## config.mk

```make
export PLATFORM = sky130hd
export DESIGN_NAME = servo_pwm_gen
export DESIGN_NICKNAME = d
export VERILOG_FILES = /design/src/rtl/servo_pwm_gen.sv
export SDC_FILE = /design/constraint.sdc
export NUM_CORES = 1
export LEC_CHECK = 0
export CELL_PAD_IN_SITES_DETAIL_PLACEMENT = 1
export CELL_PAD_IN_SITES_GLOBAL_PLACEMENT = 1
export CORE_ASPECT_RATIO = 1.1
export CORE_MARGIN = 10
export CORE_UTILIZATION = 48
export CTS_BUF_LIST = sky130_fd_sc_hd__clkbuf_4
export DETAILED_ROUTE_END_ITERATION = 10
export PLACE_DENSITY_LB_ADDON = 0.15
export SLEW_MARGIN = 20
export SYNTH_ARGS = -nofsm -noshare
export SYNTH_HDL_FRONTEND = slang
export SYNTH_SLANG_ARGS = --single-unit
```

## constraint.sdc

```tcl
create_clock -name clk -period 8.79 [get_ports clk]
set_input_delay 0.879 -clock clk [delete_from_list [all_inputs] [get_ports clk]]
set_output_delay 0.879 -clock clk [all_outputs]
set_load 0.01 [all_outputs]
```

## src/rtl/servo_pwm_gen.sv

```systemverilog
// servo_pwm_gen
//   Turns one 11-bit joystick axis value into a hobby-servo PWM pulse,
//   1..2 ms wide in a fixed frame. The axis value is clamped, snapped to
//   centre inside a deadzone, and scaled linearly. The commanded width is
//   latched only at frame boundaries, so a frame in progress is never
//   altered.
//
// Ports
//   clk          system clock
//   rst          asynchronous active-low reset
//   en           output enable (gates pwm_out only; timebase keeps running)
//   pos_in[10:0] axis position, nominally 0..1023, from the SPI clock domain
//   pwm_out      servo PWM line
//   pulse_us     pulse width applied in the current frame, in us
//   frame_start  one-cycle strobe on the first clock of each frame
//
// Build option
//   SERVO_SLEW_LIMIT_EN : when defined, each frame update moves pulse_us
//   toward the target by at most SLEW_US. When undefined, pulse_us takes
//   the target directly and SLEW_US does not exist.

module servo_pwm_gen #(
  parameter int CLK_DIV  = 100,
  parameter int FRAME_US = 20000,
  parameter int MIN_US   = 1000,
  parameter int MAX_US   = 2000,
  parameter int DEADZONE = 20
`ifdef SERVO_SLEW_LIMIT_EN
  ,parameter int SLEW_US = 50
`endif
) (
  input  logic        clk,
  input  logic        rst,
  input  logic        en,
  input  logic [10:0] pos_in,
  output logic        pwm_out,
  output logic [11:0] pulse_us,
  output logic        frame_start
);

  localparam int TW = (CLK_DIV > 1) ? $clog2(CLK_DIV) : 1;
  localparam int UW = ($clog2(FRAME_US) > 12) ? $clog2(FRAME_US) : 12;
  localparam logic [11:0] CENTER_US = 12'((MIN_US + MAX_US) / 2);

  logic [10:0]   r_sync1;
  logic [10:0]   r_pos_s;
  logic [TW-1:0] r_tick;
  logic [UW-1:0] r_us;
  logic [11:0]   r_pulse;
  logic          r_pwm;
  logic          r_fs;

  logic          w_tick_wrap;
  logic          w_frame_end;
  logic [9:0]    w_p_clamp;
  logic [9:0]    w_p;
  logic [20:0]   w_prod;
  logic [10:0]   w_scaled;
  logic [11:0]   w_target_raw;
  logic [11:0]   w_target;
  logic [11:0]   w_next_pulse;

  assign w_tick_wrap = (r_tick == TW'(CLK_DIV - 1));
  assign w_frame_end = w_tick_wrap && (r_us == UW'(FRAME_US - 1));

  // Target pulse width from the synchronised position, combinational so the
  // frame-boundary register captures it with no extra latency.
  always_comb begin
    w_p_clamp = r_pos_s[10] ? 10'd1023 : r_pos_s[9:0];
    if ((w_p_clamp >= 10'(512 - DEADZONE)) && (w_p_clamp <= 10'(512 + DEADZONE)))
      w_p = 10'd512;
    else
      w_p = w_p_clamp;
    w_prod       = 21'(w_p) * 21'(MAX_US - MIN_US);
    w_scaled     = 11'(w_prod >> 10);
    w_target_raw = 12'(MIN_US) + {1'b0, w_scaled};
    w_target     = (w_target_raw > 12'(MAX_US)) ? 12'(MAX_US) : w_target_raw;
  end

`ifdef SERVO_SLEW_LIMIT_EN
  always_comb begin
    if (w_target > (r_pulse + 12'(SLEW_US)))
      w_next_pulse = r_pulse + 12'(SLEW_US);
    else if ((w_target + 12'(SLEW_US)) < r_pulse)
      w_next_pulse = r_pulse - 12'(SLEW_US);
    else
      w_next_pulse = w_target;
  end
`else
  assign w_next_pulse = w_target;
`endif

  always_ff @(posedge clk or negedge rst) begin
    if (!rst) begin
      r_sync1 <= 11'd512;
      r_pos_s <= 11'd512;
      r_tick  <= '0;
      r_us    <= '0;
      r_pulse <= CENTER_US;
      r_pwm   <= 1'b0;
      r_fs    <= 1'b0;
    end else begin
      // pos_in comes from the divided SPI clock; two flops before use.
      r_sync1 <= pos_in;
      r_pos_s <= r_sync1;
      r_fs    <= w_frame_end;
      // Compare uses the pre-edge counter, so the high phase starts one
      // clock after frame_start and lasts exactly pulse_us microseconds.
      r_pwm   <= en && (r_us < UW'(r_pulse));
      if (w_tick_wrap) begin
        r_tick <= '0;
        if (w_frame_end) begin
          r_us    <= '0;
          r_pulse <= w_next_pulse;
        end else begin
          r_us <= r_us + UW'(1);
        end
      end else begin
        r_tick <= r_tick + TW'(1);
      end
    end
  end

  assign pwm_out     = r_pwm;
  assign pulse_us    = r_pulse;
  assign frame_start = r_fs;

endmodule

```

==> run_results.csv <==
group,metric,value,unit
status,status,"complete, no violations",
timing,finalCritPeriodShare,81.8,%
floorplan,die_x,112,um
grt,grt.overflow.total,0,
worst_hold_path,holdCritPathClass,"reg2reg",
clocking,htree_levels,3,
yosys,synth_top_flop_cell,"dfrtp_1",
setup_path,crit_type,"reg2reg",
timing,rsz0062_at_grt,"no",
layout,num-nets-final,564,
yosys,synth_common_cells,"67 x inv_1, 51 x ha_1, 48 x dfrtp_1",
yosys,ys_seq_area_share,32.4,%
worst_hold_path,min_to,"r_pos_s[5]",
grt,grtUsageMet1,17.8,%
timing,slew_violations,0,
setup_path,cp_max_fo,13,
floorplan,initial_core_util,49.5,%
clocking,cts.path.max_buffers,2,
placement,routabilityCongestion,0.880,
timing,tightest_slew,978,ps
timing,hold_viol_final,0,
worst_hold_path,worstHoldPathCells,0,
worst_hold_path,hold_path.startpoint,"r_sync1[5]",
clocking,post-cts-setup-buffers,0,
setup_path,reg2reg_depth,23,
layout,drive_gt1_share,9.05,%
timing,relSlewSlack,34.3,%
setup_path,worstReg2RegEnd,"pulse_us[9]",
timing,setup_viol,0,
floorplan,fp.dieH,121,um
floorplan,ios,28,
clocking,cts_hold_buf,0,
yosys,yosys.cell_count.top_type,"inv_1",
drt,drt_wl_total,10400,um
yosys,synth_top_cell_by_area,"dfrtp_1",
drt,route.detailed.drc,0,
yosys,yosysUniqueCellTypes,62,
clocking,cts_buffers,9,
grt,grt_first_pass_wirelength,18500,um
grt,grtUsageMet3,3.12,%
floorplan,core_area,8960,sq um
power_and_ir_drop,power.density,358,nW/um^2
timing,finalCriticalPeriod,7190,ps
drt,firstDrtPassIters,4,
clocking,cts_sinks,57,
drt,post_drt_wl_per_cell,17.6,um
power_and_ir_drop,ir_worst_vdd,263,uV
placement,dp_hpwl,8520,um
clocking,cts_tree,"built",
placement,port_buffers,26,
setup_path,rrSetupSlack,1600,ps
yosys,synth_nets,531,
power_and_ir_drop,leakage,2.32,nW
floorplan,die_area,13500,sq um
grt,track_usage,16.6,%
timing,finalClockSkew,17.8,ps
timing,fmaxAchievable,139,MHz
yosys,synth.top_cell.area_share,27.1,%
drt,vias,3272,
clocking,clkLatencyLatePin,400,ps
setup_path,start_kind,"flip-flop",
clocking,clk_pin_slew_worst_paths,120,ps
yosys,ys_top_cells_by_area,"dfrtp_1 27%, ha_1 14%, fa_1 13%, inv_1 5.7%, dfstp_2 5.3%",
setup_path,crit_arrival,7480,ps
setup_path,r2r-start,"r_pos_s[10]",
drt,antenna_left,0,
grt,grt_start_max_net_pins,58,
drt,drt_iter0_drc,84,
yosys,synth-seq-cells,57,
yosys,async_reset_ff_share,100,%
clocking,cts-resized-gates,0,
drt,routed_via_density,5.56,
grt,grt_use_met2,31.3,%
power_and_ir_drop,finalPower,1.79,mW
yosys,synth_edf_count,0,
timing,setup_tns,0,ps
yosys,yosysWarnings,0,
yosys,synthesis.area,4440,sq um
floorplan,std_cell_rows,36,
grt,antenna_found_initial,0,
layout,area_growth,12.7,%
setup_path,required,9080,ps
grt,busiest_layer,"met2",
setup_path,end_kind,"flip-flop",
clocking,cts-root-buf,"clkbuf_4",
yosys,syn_inst,437,
yosys,avgSynthCellArea,10.2,sq um
layout,diodes,0,
run,cap_viol_max_count,0,
grt,grt_pass1_vias,3829,
## registers in the layout (all words and copies together), names as in the netlist
name,count
frame_start,1
pulse_us,11
pwm_out,1
r_pos_s,11
r_sync1,11
r_tick,7
r_us,15
## cell families after synthesis
| kind of cell | Yosys count | synth area share (%) |
|---|---|---|
| buf+inv | 76 | 6.54 |
| xor+xnor | 31 | 6.12 |
| simple gates | 104 | 12.3 |
| compound gates | 81 | 13.5 |
| other cells | 1 | 0.0845 |
| mux | 7 | 1.61 |
| flops | 57 | 32.4 |
| fa+ha+maj | 80 | 27.5 |
## cell type report
| type | instances | area, sq um |
|---|---|---|
| Fill cell | 1014 | 3960 |
| Multi-Input combinational cell | 304 | 2720 |
| Sequential cell | 57 | 1440 |
| Timing Repair Buffer | 31 | 293 |
| Inverter | 67 | 251 |
| Tap cell | 114 | 143 |
| Clock inverter | 7 | 93.8 |
| Clock buffer | 9 | 67.6 |
## placed cells by master (no fill, tap or decap), types with 4 or more instances in the layout
master and instances:
and3_1 7, nand3_1 9, a21o_1 12, xnor2_1 19, fa_1 29, clkdlybuf4s50_1 25, xor2_1 12, nand2_1 24
nand4_1 6, dfstp_2 9, buf_4 5, ha_1 51, inv_1 67, a211oi_1 4, dfrtp_1 48, o21a_1 6
a21oi_1 11, clkbuf_4 9, o21ai_0 15, nor2_1 28, and2_1 5, mux2i_1 6
## critical path, cell delays in order, from the launching register on
cell and delay [ps]:
dfrtp_1 550, nor2_1 80, and4b_1 240, a22oi_1 510, o21ai_0 260, inv_1 220
fa_1 470, fa_1 540, inv_1 60, fa_1 480, fa_1 520, inv_1 50
ha_1 350, and2_1 200, a221o_1 420, a221o_1 340, a31oi_1 180, xor2_1 300
inv_1 110, ha_1 250, nor4_1 360, nand2_1 120, xor2_1 180, mux2_2 280
## layer usage
layer  vias to the layer above  share of wire (%)
li1                       1566                  -
met1                      1653                 40
met2                        36                 55
met3                        17                2.0
met4                         0                2.5
met5                         -                  0
## power breakdown
part / internal [mW] / switching, mW / total (mW)
sequential: 0.268 / 0.00343 / 0.271
clock: 0.115 / 0.105 / 0.220
combinational: 0.533 / 0.769 / 1.30
total: 0.916 / 0.877 / 1.79
## how the worst max path moves through the flow
| stage | depth (start not counted) | startpoint | to | slack [ps] |
|---|---|---|---|---|
| after CTS | 23 | r_pos_s[10] | pulse_us[9] | 1610 |
| final | 23 | r_pos_s[10] | pulse_us[9] | 1600 |
| after global placement | 23 | r_pos_s[10] | pulse_us[9] | 1960 |
| after global routing | 23 | r_pos_s[10] | pulse_us[9] | 1040 |
| after floorplan | 22 | r_pos_s[3] | pulse_us[9] | 2370 |
| after detailed placement | 23 | r_pos_s[10] | pulse_us[9] | 1660 |
## per-stage QoR
| step | worst slack (ps) | util, % | area (sq um) | hold WS (ps) | std cells |
|---|---|---|---|---|---|
| after floorplan | 2370 | - | 4440 | 331 | 437 |
| after CTS | 1610 | 55.8 | 5000 | 350 | 589 |
| final | 1600 | 55.8 | 5000 | 348 | 589 |
| after global placement | 1960 | 54.0 | 4840 | 332 | 573 |
| after global routing | 1040 | 55.8 | 5000 | 359 | 589 |
| after detailed placement | 1660 | 54.0 | 4840 | 336 | 573 |
Note: power is estimated with default switching activity, not from simulation.
